[src/rtl/hazard_pkg.sv]
// Shared types and encodings for the pipeline hazard controller.
package hazard_pkg;

  typedef enum logic [1:0] {
    IDLE  = 2'b00,
    WAIT  = 2'b01,
    ERROR = 2'b10
  } state_t;

  localparam logic [1:0] FWD_RF      = 2'b00;
  localparam logic [1:0] FWD_W       = 2'b01;
  localparam logic [1:0] FWD_M       = 2'b10;
  localparam logic [1:0] RESULT_LOAD = 2'b01;

endpackage

[src/rtl/hazard_ctrl_fwd_sel.sv]
// Forwarding select for one E-stage ALU operand; the newer M result beats W.
module fwd_sel
  import hazard_pkg::*;
#(
  parameter int REG_AW = 5
) (
  input  logic              reg_write_m,
  input  logic [REG_AW-1:0] rd_m,
  input  logic              reg_write_w,
  input  logic [REG_AW-1:0] rd_w,
  input  logic [REG_AW-1:0] rs_e,
  output logic [1:0]        fwd
);

  always_comb begin
    fwd = FWD_RF;
    if (reg_write_m && (rd_m != '0) && (rd_m == rs_e)) begin
      fwd = FWD_M;
    end else if (reg_write_w && (rd_w != '0) && (rd_w == rs_e)) begin
      fwd = FWD_W;
    end
  end

endmodule

[src/rtl/hazard_ctrl.sv]
// Hazard/sequencing controller: forwarding, load-use stall, branch flush, memory-wait FSM.
// Optional performance counters are built when HAZARD_PERF_EN is defined.
module hazard_ctrl
  import hazard_pkg::*;
#(
  parameter int REG_AW   = 5,
  parameter int WAIT_MAX = 15,
  parameter int CNT_W    = 32
) (
  input  logic              clk,
  input  logic              rst_n,
  input  logic [REG_AW-1:0] Rs1D,
  input  logic [REG_AW-1:0] Rs2D,
  input  logic [REG_AW-1:0] Rs1E,
  input  logic [REG_AW-1:0] Rs2E,
  input  logic [REG_AW-1:0] RdE,
  input  logic [REG_AW-1:0] RdM,
  input  logic [REG_AW-1:0] RdW,
  input  logic [1:0]        ResultSrcE,
  input  logic              RegWriteM,
  input  logic              RegWriteW,
  input  logic              PCSrcE,
  input  logic              MemAccessM,
  input  logic              mem_ready,
  output logic              StallF,
  output logic              StallD,
  output logic              StallE,
  output logic              StallM,
  output logic              FlushD,
  output logic              FlushE,
  output logic              FlushW,
  output logic [1:0]        ForwardAE,
  output logic [1:0]        ForwardBE,
  output logic              mem_err,
  output logic [CNT_W-1:0]  stall_cycles,
  output logic [CNT_W-1:0]  flush_count
);

  localparam int WCNT_W = $clog2(WAIT_MAX + 1);
  localparam logic [WCNT_W-1:0] WAIT_LIM = WCNT_W'(WAIT_MAX);

  state_t            state, state_nxt;
  logic [WCNT_W-1:0] wcnt, wcnt_nxt;
  logic              err_q, err_nxt;
  logic              mem_stall, lw_stall;
  logic [1:0]        fwd_a, fwd_b;

  fwd_sel #(.REG_AW(REG_AW)) u_fwd_a (
    .reg_write_m (RegWriteM),
    .rd_m        (RdM),
    .reg_write_w (RegWriteW),
    .rd_w        (RdW),
    .rs_e        (Rs1E),
    .fwd         (fwd_a)
  );

  fwd_sel #(.REG_AW(REG_AW)) u_fwd_b (
    .reg_write_m (RegWriteM),
    .rd_m        (RdM),
    .reg_write_w (RegWriteW),
    .rd_w        (RdW),
    .rs_e        (Rs2E),
    .fwd         (fwd_b)
  );

  always_ff @(posedge clk or negedge rst_n) begin
    if (!rst_n) begin
      state <= IDLE;
      wcnt  <= '0;
      err_q <= 1'b0;
    end else begin
      state <= state_nxt;
      wcnt  <= wcnt_nxt;
      err_q <= err_nxt;
    end
  end

  // wcnt holds the number of mem_ready-low cycles seen so far for the stalled access
  always_comb begin
    state_nxt = state;
    wcnt_nxt  = wcnt;
    err_nxt   = err_q;
    case (state)
      IDLE: begin
        if (MemAccessM && !mem_ready) begin
          state_nxt = WAIT;
          wcnt_nxt  = WCNT_W'(1);
        end
      end
      WAIT: begin
        if (mem_ready) begin
          state_nxt = IDLE;
          wcnt_nxt  = '0;
        end else if (wcnt == WAIT_LIM) begin
          state_nxt = ERROR;
          err_nxt   = 1'b1;
        end else begin
          wcnt_nxt = wcnt + 1'b1;
        end
      end
      ERROR: err_nxt = 1'b1;
      default: begin
        state_nxt = IDLE;
        wcnt_nxt  = '0;
      end
    endcase
  end

  // A frozen pipeline holds E, so load-use and branch flushes are retried once it thaws
  always_comb begin
    mem_stall = ((state == IDLE) && MemAccessM && !mem_ready) ||
                (state == WAIT) || (state == ERROR);
    lw_stall  = (ResultSrcE == RESULT_LOAD) && (RdE != '0) &&
                ((RdE == Rs1D) || (RdE == Rs2D));
    StallF    = 1'b0;
    StallD    = 1'b0;
    StallE    = 1'b0;
    StallM    = 1'b0;
    FlushD    = 1'b0;
    FlushE    = 1'b0;
    FlushW    = 1'b0;
    ForwardAE = FWD_RF;
    ForwardBE = FWD_RF;
    if (rst_n) begin
      StallF    = mem_stall | lw_stall;
      StallD    = mem_stall | lw_stall;
      StallE    = mem_stall;
      StallM    = mem_stall;
      FlushW    = mem_stall;
      FlushD    = !mem_stall & PCSrcE;
      FlushE    = !mem_stall & (PCSrcE | lw_stall);
      ForwardAE = fwd_a;
      ForwardBE = fwd_b;
    end
  end

  assign mem_err = err_q;

`ifdef HAZARD_PERF_EN
  function automatic logic [CNT_W-1:0] sat_inc(input logic [CNT_W-1:0] v);
    return (&v) ? v : v + 1'b1;
  endfunction

  logic [CNT_W-1:0] stall_q, flush_q;
  logic             any_stall, any_flush;

  assign any_stall = mem_stall | lw_stall;
  assign any_flush = !mem_stall & (PCSrcE | lw_stall);

  always_ff @(posedge clk or negedge rst_n) begin
    if (!rst_n) begin
      stall_q <= '0;
      flush_q <= '0;
    end else begin
      if (any_stall) stall_q <= sat_inc(stall_q);
      if (any_flush) flush_q <= sat_inc(flush_q);
    end
  end

  assign stall_cycles = stall_q;
  assign flush_count  = flush_q;
`else
  assign stall_cycles = '0;
  assign flush_count  = '0;
`endif

endmodule

[config.mk]
export PLATFORM = sky130hd
export DESIGN_NAME = hazard_ctrl
export DESIGN_NICKNAME = d
export VERILOG_FILES = /design/src/rtl/hazard_pkg.sv /design/src/rtl/hazard_ctrl_fwd_sel.sv /design/src/rtl/hazard_ctrl.sv
export SDC_FILE = /design/constraint.sdc
export NUM_CORES = 1
export LEC_CHECK = 0
export ABC_AREA = 1
export CAP_MARGIN = 20
export CORE_ASPECT_RATIO = 2
export CORE_MARGIN = 3
export CORE_UTILIZATION = 30
export DETAILED_ROUTE_END_ITERATION = 8
export PLACE_DENSITY = 0.79
export SLEW_MARGIN = 20
export SYNTH_ARGS = -nofsm -noshare
export SYNTH_HDL_FRONTEND = slang
export SYNTH_SLANG_ARGS = --single-unit
[constraint.sdc]
create_clock -name clk -period 1.25 [get_ports clk]
set_input_delay 0.25 -clock clk [delete_from_list [all_inputs] [get_ports clk]]
set_output_delay 0.25 -clock clk [all_outputs]
set_load 0.05 [all_outputs]
==> summary.md <==
| Metric | Value |
|---|---|
| Final instance area | `2330 um^2` |
| Routed WL per cell | `11.2 um` |
| Cell leakage power | `0.00126 uW` |
| Peak VDD IR | `0.596 mV` |
| R2R setup slack | `-0.03 ns` |
| Hold Crit Class | `primary input to async pin` |
| CTS max path bufs | `2` |
| Area occupied by multi-input gates | `1130 um^2` |
| Most area-consuming cells after synthesis | `buf_4 (35%), dfrtp_1 (12%), nand2_1 (9.7%)` |
| Setup TNS | `-3.19 ns` |
| Layout cells sized above 1 | `0.439` |
| Global-route wire length before repair | `5.71 mm` |
| Failing checks | `negative setup slack` |
| Final setup fails | `13` |
| Critical path class | `flip-flop to output pin` |
| CP required | `1.00 ns` |
| CTS tree | `done` |
| Most common cell after layout, fill and taps aside | `conb_1` |
| Dpl cell area | `2090 um^2` |
| Post-Route Skew | `0.00125 ns` |
| Cell taking the most area after synthesis | `buf_4` |
| CTS Buf Count | `3` |
| Outcome | `finished with violations` |
| Core area | `4600 um^2` |
| Flops & latches, synth | `7` |
| R2r startpoint | `state[1]` |
| GPL Wtd Cong | `0.821` |
| CTS clk-pin slew, worst paths | `0.04 ns` |
| Final min period | `1.63 ns` |
| Clk Latency, worst-skew pair | `0.23 ns` |
| # IOs | `120` |
| Hold Vio Cnt, Final | `0` |
| Rows | `35` |
| Fill count | `460` |
| Storage cell area | `175 um^2` |
| CTS hold repair buffers | `0` |
| Nature of the critical path endpoint | `output pin` |
| Vias | `1,500` |
| PwrDens | `609 nW/um^2` |
| Yosys warns | `0` |
| Unique cell type count in the Yosys netlist | `27` |
| Vias in the first global route | `1,420` |
| Final core occ | `0.507` |
| Full die area | `5710 um^2` |
| Crit path cell chain | `nor2_2 -> nand2_2 -> o21ai_4 -> nand2_4 -> a21oi_4 -> buf_12` |
| IO Port Bufs | `55` |
| CP max-delay cell | `dfrtp_1` |
| Setup ws final | `-0.380 ns` |
| Total track usage | `0.131` |
| Synthesis-to-finish area growth | `62.0%` |
| Avg Cell Area, Syn | `6.45 um^2` |
| Register area share after synthesis | `0.122` |
| Fmax | `613 MHz` |
| DRT Wirelength | `4.01 mm` |
| DRC Markers | `0` |
| MaxCap Viol Count | `0` |
| Avg Vias per Cell | `4.19` |
| R2r endpoint | `wcnt[3]` |
| Final nets | `349` |
| Post-route clock period utilization | `1.30` |
| HPWL after DPL | `3.33 mm` |
| DRT iter0 DRCs | `17` |
| GR Overflow Total | `0` |
| Unrepaired setup endpoints after global routing | `true` |
| Crit path launch type | `flip-flop` |
| Gate Count Post-Synth | `223` |
| Critical Path Max Stage Delay | `0.41 ns` |
| Sink Count | `7` |
| Initial antenna violation count | `0` |
| Drt pass-1 iters | `4` |
| Yosys top cell area share | `0.350` |
| N_diodes | `0` |
| Largest net degree at the start of global routing | `9` |
| Most frequent cells in the layout | `conb_1 (64), nand2_1 (30), buf_4 (22)` |
| Die H | `104 um` |
| Worst EP arrival | `1.38 ns` |
| CP max FO | `3` |
| H-tree levels | `1` |
| CTS root buf | `clkbuf_8` |
| Mapped Area | `1440 um^2` |
| Hold_ws | `0.0115 ns` |
| Remaining antenna violation count | `0` |
| Worst reg2reg path depth | `8` |
| Initial Util | `0.313` |
| Die Wd | `55.0 um` |
| DP Worst Slack | `-0.827 ns` |
| Slew Viols, Final | `0` |
-- critical path, delay by kind of cell, from the launching register on --
| kind | cells | cell delay, ns |
|---|---|---|
| buffers and inverters | 1 | 0.15 |
| AOI/OAI and AO/OA | 2 | 0.24 |
| and+or+nand+nor | 3 | 0.36 |
| DFF | 1 | 0.41 |
-- worst max path at each step --
stage	startpoint	to	slack, ns	cells past startpoint
6_report	state[1]	FlushE	-0.38	6
5_1_grt	state[1]	FlushE	-0.45	6
4_1_cts	state[1]	StallD	-0.36	6
3_5_place_dp	RdE[2]	StallD	-0.83	10
3_3_place_gp	RdE[2]	StallD	-0.79	10
2_1_floorplan	Rs2D[3]	StallF	-0.26	9
-- per-stage QoR --
stage	total power (uW)	instances
6_report	1420	358
5_1_grt	1490	358
4_1_cts	1400	357
3_5_place_dp	1070	343
3_3_place_gp	1060	343
2_1_floorplan	978	286
-- per-layer routing --
metal | up-vias | share of wire | global-route usage
met1 | 675 | 0.26 | 0.101
met4 | 0 | 0.031 | 0.0522
li1 | 709 | - | -
met2 | 101 | 0.60 | 0.270
met5 | - | 0 | 0
met3 | 15 | 0.11 | 0.0230
-- repair_timing --
| action | in CTS | in global routing |
|---|---|---|
| gates resized for setup | 192 | 24 |
| pin swaps | 55 | 23 |
| buffers inserted | 12 | 5 |
| setup endpoints to repair | 15 | 17 |
| endpoints found under the hold margin | 0 | 0 |
-- registers in the layout, indices dropped and copies added, names as in the netlist --
signal,cells
state,2
mem_err,1
wcnt,4
-- cell families (layout without fill, tap and decap cells) --
group / count (synthesis) / in the layout / synth area share
flops: 7 / 7 / 0.122
buf+inv: 93 / 110 / 0.417
fa+ha+maj: 1 / 1 / 0.00869
simple gates: 86 / 86 / 0.270
xor+xnor: 19 / 19 / 0.116
compound gates: 16 / 16 / 0.0643
other cells: 1 / 64 / 0.00261
-- layout make-up --
type | count | share of cell area
tap | 55 | 0.0295
clock buffer | 4 | 0.0193
timing repair buffer | 80 | 0.348
inverter | 26 | 0.0424
sequential | 7 | 0.0751
multi-input combinational | 186 | 0.485
-- cell usage after synthesis --
library cell  instances
xnor2_1               9
inv_1                19
nand2_1              37
o21ai_0               3
buf_4                67
or2_2                 1
nor2_1               25
conb_1                1
ha_1                  1
nand3b_1              1
or2_1                 2
nand3_1              11
nand2_4               2
a22o_1                1
nor2_4                1
nand2_2               1
dfrtp_1               7
nor3_1                3
nor3b_2               1
a32o_1                1
nor2_2                1
clkinv_1              1
inv_2                 6
o21ai_1               6
xor2_1               10
o21ai_2               1
a21oi_1               4
-- power by group --
part / leakage (uW) / total [uW] / switching (uW) / internal (uW)
sequential: 0.0000874 / 228 / 0 / 228
combinational: 0.00115 / 871 / 643 / 229
clock: 0.0000228 / 321 / 100 / 221
Power figures use the tool's default switching activity.
